$ cat src/rtl/match_session_ctrl_if.sv
// Signal bundle between the session controller, the configuration logic,
// the pattern comparator and the timeout timer.
interface match_session_ctrl_if;
  logic       Config_Enable;
  logic       Pattern_Valid;
  logic       Pattern_Match;
  logic       Timer_TimeOut;
  logic       Timer_Load;
  logic       Timer_Enable;
  logic       Session_Active;
  logic       Match_Found;
  logic       Session_TimeOut;
  logic       Locked;
  logic [3:0] Attempts_Left;

  // Driver side: configuration, comparator and timer feeding the controller.
  modport master (
    output Config_Enable, Pattern_Valid, Pattern_Match, Timer_TimeOut,
    input  Timer_Load, Timer_Enable, Session_Active, Match_Found,
           Session_TimeOut, Locked, Attempts_Left
  );

  modport slave (
    input  Config_Enable, Pattern_Valid, Pattern_Match, Timer_TimeOut,
    output Timer_Load, Timer_Enable, Session_Active, Match_Found,
           Session_TimeOut, Locked, Attempts_Left
  );
endinterface

$ cat src/rtl/match_session_ctrl.sv
// Sequences one pattern-matching session around the shared timeout timer:
// arm on a Config_Enable rise, run until match/timeout/exhaustion/abort, lock out.
module match_session_ctrl #(
  parameter int MAX_ATTEMPTS   = 3,
  parameter int LOCKOUT_CYCLES = 8,
  parameter int LOCK_W         = 16
) (
  input  logic                 Clk,
  input  logic                 Rst,
  match_session_ctrl_if.slave  bus
);

  typedef enum logic [1:0] {
    IDLE    = 2'd0,
    ARM     = 2'd1,
    RUN     = 2'd2,
    LOCKOUT = 2'd3
  } state_t;

  localparam logic [3:0]        ATTEMPTS_INIT = 4'(MAX_ATTEMPTS);
  localparam logic [LOCK_W-1:0] LOCK_LAST     = LOCK_W'(LOCKOUT_CYCLES - 1);

  state_t            state_q, state_n;
  logic              cfg_q;
  logic [LOCK_W-1:0] lock_cnt_q, lock_cnt_n;
  logic [3:0]        left_q, left_n;
  logic              match_n, tout_n;
  logic              load_q, enable_q, active_q, match_q, tout_q, locked_q;
  logic              cfg_rise;

  assign cfg_rise = bus.Config_Enable && !cfg_q;

  // NOTE: every variable gets a default before the case, so no path can leave one unassigned and infer a latch.
  always_comb begin
    state_n    = state_q;
    left_n     = left_q;
    lock_cnt_n = lock_cnt_q;
    match_n    = 1'b0;
    tout_n     = 1'b0;
    unique case (state_q)
      IDLE: begin
        if (cfg_rise) begin
          state_n = ARM;
          left_n  = ATTEMPTS_INIT;
        end
      end
      ARM: state_n = bus.Config_Enable ? RUN : IDLE;
      RUN: begin
        // Abort beats match beats timeout beats mismatch.
        if (!bus.Config_Enable) begin
          state_n = IDLE;
        end else if (bus.Pattern_Valid && bus.Pattern_Match) begin
          state_n = IDLE;
          match_n = 1'b1;
        end else if (bus.Timer_TimeOut) begin
          state_n = LOCKOUT;
          tout_n  = 1'b1;
        end else if (bus.Pattern_Valid) begin
          if (left_q != 4'd0) left_n = left_q - 4'd1;
          if (left_q <= 4'd1) state_n = LOCKOUT;
        end
      end
      LOCKOUT: begin
        if (lock_cnt_q == LOCK_LAST) begin
          state_n    = IDLE;
          lock_cnt_n = '0;
        end else begin
          lock_cnt_n = lock_cnt_q + 1'b1;
        end
      end
      default: state_n = IDLE;
    endcase
  end

  // Outputs are registered from the next state, so they line up with the state they describe.
  // NOTE: non-blocking assignments so every register samples pre-edge values of the others.
  always_ff @(posedge Clk or negedge Rst) begin
    if (!Rst) begin
      state_q    <= IDLE;
      cfg_q      <= 1'b0;
      lock_cnt_q <= '0;
      left_q     <= ATTEMPTS_INIT;
      load_q     <= 1'b0;
      enable_q   <= 1'b0;
      active_q   <= 1'b0;
      match_q    <= 1'b0;
      tout_q     <= 1'b0;
      locked_q   <= 1'b0;
    end else begin
      state_q    <= state_n;
      cfg_q      <= bus.Config_Enable;
      lock_cnt_q <= lock_cnt_n;
      left_q     <= left_n;
      load_q     <= (state_n == ARM);
      enable_q   <= (state_n == RUN);
      active_q   <= (state_n == ARM) || (state_n == RUN);
      match_q    <= match_n;
      tout_q     <= tout_n;
      locked_q   <= (state_n == LOCKOUT);
    end
  end

  assign bus.Timer_Load      = load_q;
  assign bus.Timer_Enable    = enable_q;
  assign bus.Session_Active  = active_q;
  assign bus.Match_Found     = match_q;
  assign bus.Session_TimeOut = tout_q;
  assign bus.Locked          = locked_q;
  assign bus.Attempts_Left   = left_q;

endmodule

$ cat src/flat_wrapper.sv
// flat-port wrapper written by rule: the top's interface ports become plain ports
module match_session_ctrl_flat 
#(
  parameter int MAX_ATTEMPTS   = 3,
  parameter int LOCKOUT_CYCLES = 8,
  parameter int LOCK_W         = 16
)
  (Clk, Rst, bus_Config_Enable, bus_Pattern_Valid, bus_Pattern_Match, bus_Timer_TimeOut, bus_Timer_Load, bus_Timer_Enable, bus_Session_Active, bus_Match_Found, bus_Session_TimeOut, bus_Locked, bus_Attempts_Left);
  match_session_ctrl_if bus_i ();
  input  logic Clk;
  input  logic Rst;
  input wire logic [$bits(bus_i.Config_Enable)-1:0] bus_Config_Enable;
  input wire logic [$bits(bus_i.Pattern_Valid)-1:0] bus_Pattern_Valid;
  input wire logic [$bits(bus_i.Pattern_Match)-1:0] bus_Pattern_Match;
  input wire logic [$bits(bus_i.Timer_TimeOut)-1:0] bus_Timer_TimeOut;
  output wire logic [$bits(bus_i.Timer_Load)-1:0] bus_Timer_Load;
  output wire logic [$bits(bus_i.Timer_Enable)-1:0] bus_Timer_Enable;
  output wire logic [$bits(bus_i.Session_Active)-1:0] bus_Session_Active;
  output wire logic [$bits(bus_i.Match_Found)-1:0] bus_Match_Found;
  output wire logic [$bits(bus_i.Session_TimeOut)-1:0] bus_Session_TimeOut;
  output wire logic [$bits(bus_i.Locked)-1:0] bus_Locked;
  output wire logic [$bits(bus_i.Attempts_Left)-1:0] bus_Attempts_Left;
  assign bus_i.Config_Enable = bus_Config_Enable;
  assign bus_i.Pattern_Valid = bus_Pattern_Valid;
  assign bus_i.Pattern_Match = bus_Pattern_Match;
  assign bus_i.Timer_TimeOut = bus_Timer_TimeOut;
  assign bus_Timer_Load = bus_i.Timer_Load;
  assign bus_Timer_Enable = bus_i.Timer_Enable;
  assign bus_Session_Active = bus_i.Session_Active;
  assign bus_Match_Found = bus_i.Match_Found;
  assign bus_Session_TimeOut = bus_i.Session_TimeOut;
  assign bus_Locked = bus_i.Locked;
  assign bus_Attempts_Left = bus_i.Attempts_Left;
  match_session_ctrl #(.MAX_ATTEMPTS(MAX_ATTEMPTS), .LOCKOUT_CYCLES(LOCKOUT_CYCLES), .LOCK_W(LOCK_W)) u_core (.Clk(Clk), .Rst(Rst), .bus(bus_i));
endmodule
$ cat config.mk
export PLATFORM = sky130hd
export DESIGN_NAME = match_session_ctrl_flat
export DESIGN_NICKNAME = d
export VERILOG_FILES = /design/src/rtl/match_session_ctrl_if.sv /design/src/rtl/match_session_ctrl.sv /design/src/flat_wrapper.sv
export SDC_FILE = /design/constraint.sdc
export NUM_CORES = 1
export LEC_CHECK = 0
export CORE_UTILIZATION = 49
export DETAILED_ROUTE_END_ITERATION = 12
export PLACE_DENSITY = 0.74
export SYNTH_ARGS = -nofsm -noshare
export SYNTH_HDL_FRONTEND = slang
export SYNTH_SLANG_ARGS = --single-unit
$ cat constraint.sdc
create_clock -name Clk -period 1.9 [get_ports Clk]
set_input_delay 0.38 -clock Clk [delete_from_list [all_inputs] [get_ports Clk]]
set_output_delay 0.38 -clock Clk [all_outputs]
set_load 0.05 [all_outputs]
Yosys cells after proc, flatten, opt, wreduce, memory -nomap -nowiden

Cells that the tools add are included.

Register bits after elaboration: 29
Bits of input ports: 6
Output and inout bits: 10
Word-level logic and storage cells: 58

Add/subtract/negate cells: 2
Magnitude comparators: 1
Eq/ne operators: 13
Muxes and demuxes: 24
Reduce and logical (&&, ||, !) cells: 8

Operators with widths:

| operator                | number |
|---|---|
| $mux W4                 | 6 |
| $add A16 B1 Y16 const B | 1 |
| $eq A16 B3 Y1 const B   | 1 |
| $mux W16                | 1 |
| $mux W2                 | 8 |
| $eq A2 B2 Y1 const B    | 4 |
| $ne A2 B2 Y1 const B    | 4 |
| $pmux W2 S4             | 1 |
| $pmux W4 S2             | 1 |
| $mux W1                 | 7 |
| $reduce_and A7 Y1       | 1 |
| $eq A2 B1 Y1 const B    | 2 |
| $le A4 B1 Y1 const B    | 1 |
| $ne A2 B1 Y1 const B    | 2 |
| $reduce_bool A4 Y1      | 1 |
| $sub A4 B1 Y4 const B   | 1 |
| $logic_and A1 B1 Y1     | 2 |
| $logic_not A2 Y1        | 1 |
| $reduce_bool A2 Y1      | 1 |
| $logic_not A1 Y1        | 1 |
| $logic_or A1 B1 Y1      | 1 |

Depth between registers and ports, before layout

Word-level depth: 9
Gate-level depth with buffers: 7
Depth with buffers taken out: 7

Worst setup path before layout

No wires, ideal clock.

Path kind: register -> register
Start point: reg u_core.left_q[0], in the netlist u_core.bus.Attempts_Left[0]
End point: reg u_core.locked_q, in the netlist u_core.bus.Locked
Setup time: 0.121 ns
Arrival time: 2.026 ns
Data required time: 1.779 ns
Path slack: -0.248 ns
Cell stages (with the launch flop): 7
Buffers on the path: 0
Clock period less this slack: 2.148 ns
Path through: dfstp_2 inv_1 ha_1 o2111a_1 o21a_1 or3_1 ha_1

Cells in the longest elaborated chain, start to end: 8

RTL lines:

| what                     | line                     | text |
|---|---|---|
| start: declaration       | match_session_ctrl.sv:26 | `logic [3:0] left_q, left_n;` |
| start signal: assignment | match_session_ctrl.sv:93 | `left_q <= left_n;` |
| $le A4 B1 Y1             | match_session_ctrl.sv:60 | `if (left_q <= 4'd1) state_n = LOCKOUT;` |
| $mux W2                  | match_session_ctrl.sv:60 |  |
| $mux W2                  | match_session_ctrl.sv:58 | `end else if (bus.Pattern_Valid) begin` |
| $mux W2                  | match_session_ctrl.sv:55 | `end else if (bus.Timer_TimeOut) begin` |
| $mux W2                  | match_session_ctrl.sv:52 | `end else if (bus.Pattern_Valid && bus.Pattern_Match) begin` |
| $mux W2                  | match_session_ctrl.sv:50 | `if (!bus.Config_Enable) begin` |
| $pmux W2 S4              | match_session_ctrl.sv:40 | `unique case (state_q)` |
| net u_core.state_n[0]    | match_session_ctrl.sv:23 | `state_t state_q, state_n;` |
| $eq A2 B2 Y1             | match_session_ctrl.sv:99 | `locked_q <= (state_n == LOCKOUT);` |
| end signal: assignment   | match_session_ctrl.sv:99 |  |
| end: declaration         | match_session_ctrl.sv:28 | `logic load_q, enable_q, active_q, match_q, tout_q, locked_q;` |

The timed path passes the listed nets, and every way through them passes these cells.
A chain may end at the register's enable or synchronous reset.

Worst setup path after layout

Start point: reg u_core.left_q[1], in the netlist u_core.bus.Attempts_Left[1]
End point: reg u_core.load_q, in the netlist u_core.bus.Timer_Load

Cells in the longest elaborated chain, start to end: 8

RTL lines:

| what                   | line                     | text |
|---|---|---|
| $le A4 B1 Y1           | match_session_ctrl.sv:60 |  |
| $mux W2                | match_session_ctrl.sv:60 |  |
| $mux W2                | match_session_ctrl.sv:58 |  |
| $mux W2                | match_session_ctrl.sv:55 |  |
| $mux W2                | match_session_ctrl.sv:52 |  |
| $mux W2                | match_session_ctrl.sv:50 |  |
| $pmux W2 S4            | match_session_ctrl.sv:40 |  |
| net u_core.state_n[0]  | match_session_ctrl.sv:23 |  |
| $eq A2 B1 Y1           | match_session_ctrl.sv:94 | `load_q <= (state_n == ARM);` |
| end signal: assignment | match_session_ctrl.sv:94 |  |
| end: declaration       | match_session_ctrl.sv:28 |  |

The timed path passes the listed nets, and every way through them passes these cells.

==> flow_summary.ini <==
[grt]
grt_usage_pct = 20.6
overflow = 0
grt_max_degree = 30
grt_pass1_vias = 1142
antenna_found_initial = 0
grt_pass1_wl_microns = 4970

[critical_path]
end_kind = register
cpMaxStageDelayCell = dfstp_4
worst-path-buf-inv = 1
cp_data_required_time_ns = 2.12
cp-start-kind = register
path_cells = inv_4 > ha_4 > o2111a_1 > o21a_1 > or3_4 > ha_2
slowest_delay_ns = 0.64
worstPathMaxFanout = 4
path_delay_family = flip-flops
arrival_ns = 2.12
worstSetupPathType = reg2reg

[sta]
period_share_pct = 100
fmax_mhz = 525
setup_ws_ns = -0.00347
fin_crit_ns = 1.90
relSlewSlack_pct = 66.2
hold_viol = 0
worstMarginPinSlew_ns = 0.505
setup_viol = 2
slew_violations = 0
fin_skew_ns = 0.00853
rsz0062_at_grt = yes

[synth]
synth_area_per_cell_sq_um = 10.6
syn_nets = 149
synthCells = 136
yosys.area_share.adder_pct = 6.06
syn-cell-area_sq_um = 1450
synthXorXnorAreaFrac_pct = 7.27
yosys_warnings = 0
async_flop_share_pct = 100
synthDominantCellAreaShare_pct = 46.8
ys_seq_elements = 29
synth_simple_gate_area_share_pct = 23.1
ys_dominant_reg_cell = dfrtp_1
synth_top_area_cell = dfrtp_1
ys_types = 40
synth_top_family_by_area = simple AND/OR/NAND/NOR gates
synthTopCellsByArea = dfrtp_1, ha_1, xnor2_1
synth_edf_count = 0
synth_seq_area_share_pct = 50.4
synth_compound_area_share_pct = 8.48
synthMuxAreaShare_pct = 1.47

[cts]
clk_latency_ns = 0.33
htreeDepth = 2
cts-root-buf = clkbuf_4
ctsHoldBuffers = 0
cts_buffer_depth = 2
cts_buffers = 5
cts.sinks = 29
cts_tree = built
clkTransAtPathRegs_ns = 0.10

[power]
totalPowerFinal_w = 0.00200
clkPwrFrac_pct = 26.6
swShare_pct = 33.5
p_comb_share_pct = 32.5
ir_worst_vdd_mv = 1.12
internal_power_w = 0.00133
leakagePower_nw = 0.863
cellPowerDensity_nw_per_um2 = 1070
power_frac_seq_pct = 40.9
power_switching_w = 0.000670

[route]
drt.antenna.violating_nets = 0
routed_via_density = 5.59
wl_per_cell_microns = 14.3
drtIter0Drc = 51
drt-total-wl_microns = 2860
drt_pass1_iterations = 4
vias = 1117
route.detailed.drc = 0

[placement]
dp_hpwl_microns = 1980
io_buffers = 15
routabilityCongestion = 0.763
place_ws_ns = -0.0877

[floorplan]
rows = 19
die-area_sq_um = 3170
die-width_microns = 56.3
start_util_pct = 52.0
core_sq_um = 2780
io_pins = 16
fp.dieH_microns = 56.3

[min_path]
hold_path.class = in2async

[finish]
nets = 181
syn_to_final_growth_pct = 29.9
drive_above_1_share_pct = 25.4
num_antenna_cells = 0

[flow_run]
maxCapViolCount = 0

[status]
outcome = finished with violations
violations = setup timing
## path summary, 6_finish.rpt
| kind | startpoint | end | slack, ns | depth (start not counted) |
|---|---|---|---|---|
| setup / recovery | u_core.bus.Attempts_Left[1]$_DFFE_PN1P_ | u_core.bus.Timer_Load$_DFF_PN0_ | -0.003 | 6 |
| hold / removal | Rst | u_core.lock_cnt_q[13]$_DFFE_PN0N_ | 0.42 | 2 |
| setup reg to reg | u_core.bus.Attempts_Left[1]$_DFFE_PN1P_ | u_core.bus.Timer_Load$_DFF_PN0_ | -0.003 | 6 |
| hold reg to reg | u_core.lock_cnt_q[15]$_DFFE_PN0N_ | u_core.lock_cnt_q[15]$_DFFE_PN0N_ | 0.50 | 1 |
| max in group asynchronous | Rst | u_core.bus.Attempts_Left[1]$_DFFE_PN1P_ | 1.17 | 2 |
| min in group Clk | u_core.lock_cnt_q[15]$_DFFE_PN0N_ | u_core.lock_cnt_q[15]$_DFFE_PN0N_ | 0.50 | 1 |
## final cells by class
class | instances | area, sq um
multi-input cells | 97 | 723
repair buffers | 28 | 263
fillers | 213 | 905
clock buffers | 7 | 55.1
well taps | 31 | 38.8
inverters | 7 | 31.3
flip-flops and latches | 29 | 736
clock inverters | 1 | 30.0
## worst reg2reg max path, delay by kind of cell (launching register included)
family                     cells  cell delay [ns]
DFF                            1             0.64
AOI/OAI and AO/OA              2             0.43
buffers and inverters          1             0.05
and+or+nand+nor                1             0.35
adders and majority gates      2             0.33
## per-layer routing
layer / GRT usage, % / routed length, microns
met1: 25.2 / 1270
met2: 33.2 / 1410
met3: 6.22 / 123
met4: 9.76 / 61
met5: 0 / 0
## cells in the final DEF (no fill, tap or decap), drive strengths merged
cell,count
a21o,2
a41oi,1
or3b,2
nor4,2
mux2i,1
ha,7
nor3,8
dfstp,2
nor2b,1
inv,7
xnor2,10
and4bb,2
a31oi,1
o22ai,1
mux2,1
nand2,13
or3,1
buf,17
a221oi,2
and3,3
a32o,1
o21a,1
or2b,1
nor2,10
o21ai,2
nand4,4
nand3b,1
nand3,6
and2,2
clkbuf,7
dfrtp,27
a21oi,6
nor3b,1
o2111a,1
clkdlybuf4s50,11
and4,1
bufinv,1
xor2,2
## power groups by stage
stage / Combinational [W] / Sequential (W) / Clock (W)
3_5_place_dp: 0.000629 / 0.000835 / 0
5_1_grt: 0.000708 / 0.000830 / 0.000573
6_report: 0.000650 / 0.000817 / 0.000532
2_1_floorplan: 0.000255 / 0.000966 / 0
4_1_cts: 0.000653 / 0.000816 / 0.000544
3_3_place_gp: 0.000622 / 0.000829 / 0
## synth_stat cells, types with 3 or more instances
master and number:
inv_1 7, nor3_1 7, dfrtp_1 27, xnor2_1 10
and3_1 3, ha_1 7, nand4_1 4, nand2_1 13
nor2_1 10, a21oi_1 6, nand3_1 5
## logic make-up after synthesis
kind of cell    Yosys count
compound gates           18
xor+xnor                 12
fa+ha+maj                 7
buf+inv                  10
flops                    29
mux                       2
simple gates             58
## registers in the layout, summed over array words and instances (netlist names)
| signal | cells |
|---|---|
| u_core.lock_cnt_q | 16 |
| u_core.bus.Attempts_Left | 4 |
| u_core.state_q | 2 |
| u_core.bus.Locked | 1 |
| u_core.bus.Match_Found | 1 |
| u_core.bus.Session_Active | 1 |
| u_core.bus.Session_TimeOut | 1 |
| u_core.bus.Timer_Enable | 1 |
| u_core.bus.Timer_Load | 1 |
| u_core.cfg_q | 1 |
## timing repair
item / CTS / global route
resized for setup: 0 / 4
endpoints found under the setup margin: 2 / 5
buffers inserted: 1 / 0
hold endpoints to repair: 0 / 0
## stage by stage
step	setup TNS, ns	util (%)	hold slack (ns)	std cells	area (sq um)
floorplan	-0.121	-	0.0844	136	1500
global placement	-0.0454	63.6	0.465	191	1770
detailed placement	-0.148	63.6	0.472	191	1770
CTS	-0.0215	66.9	0.419	200	1860
global route	-0.108	67.5	0.450	200	1880
finish	-0.00622	67.5	0.421	200	1880
(Power assumes the default switching activity.)
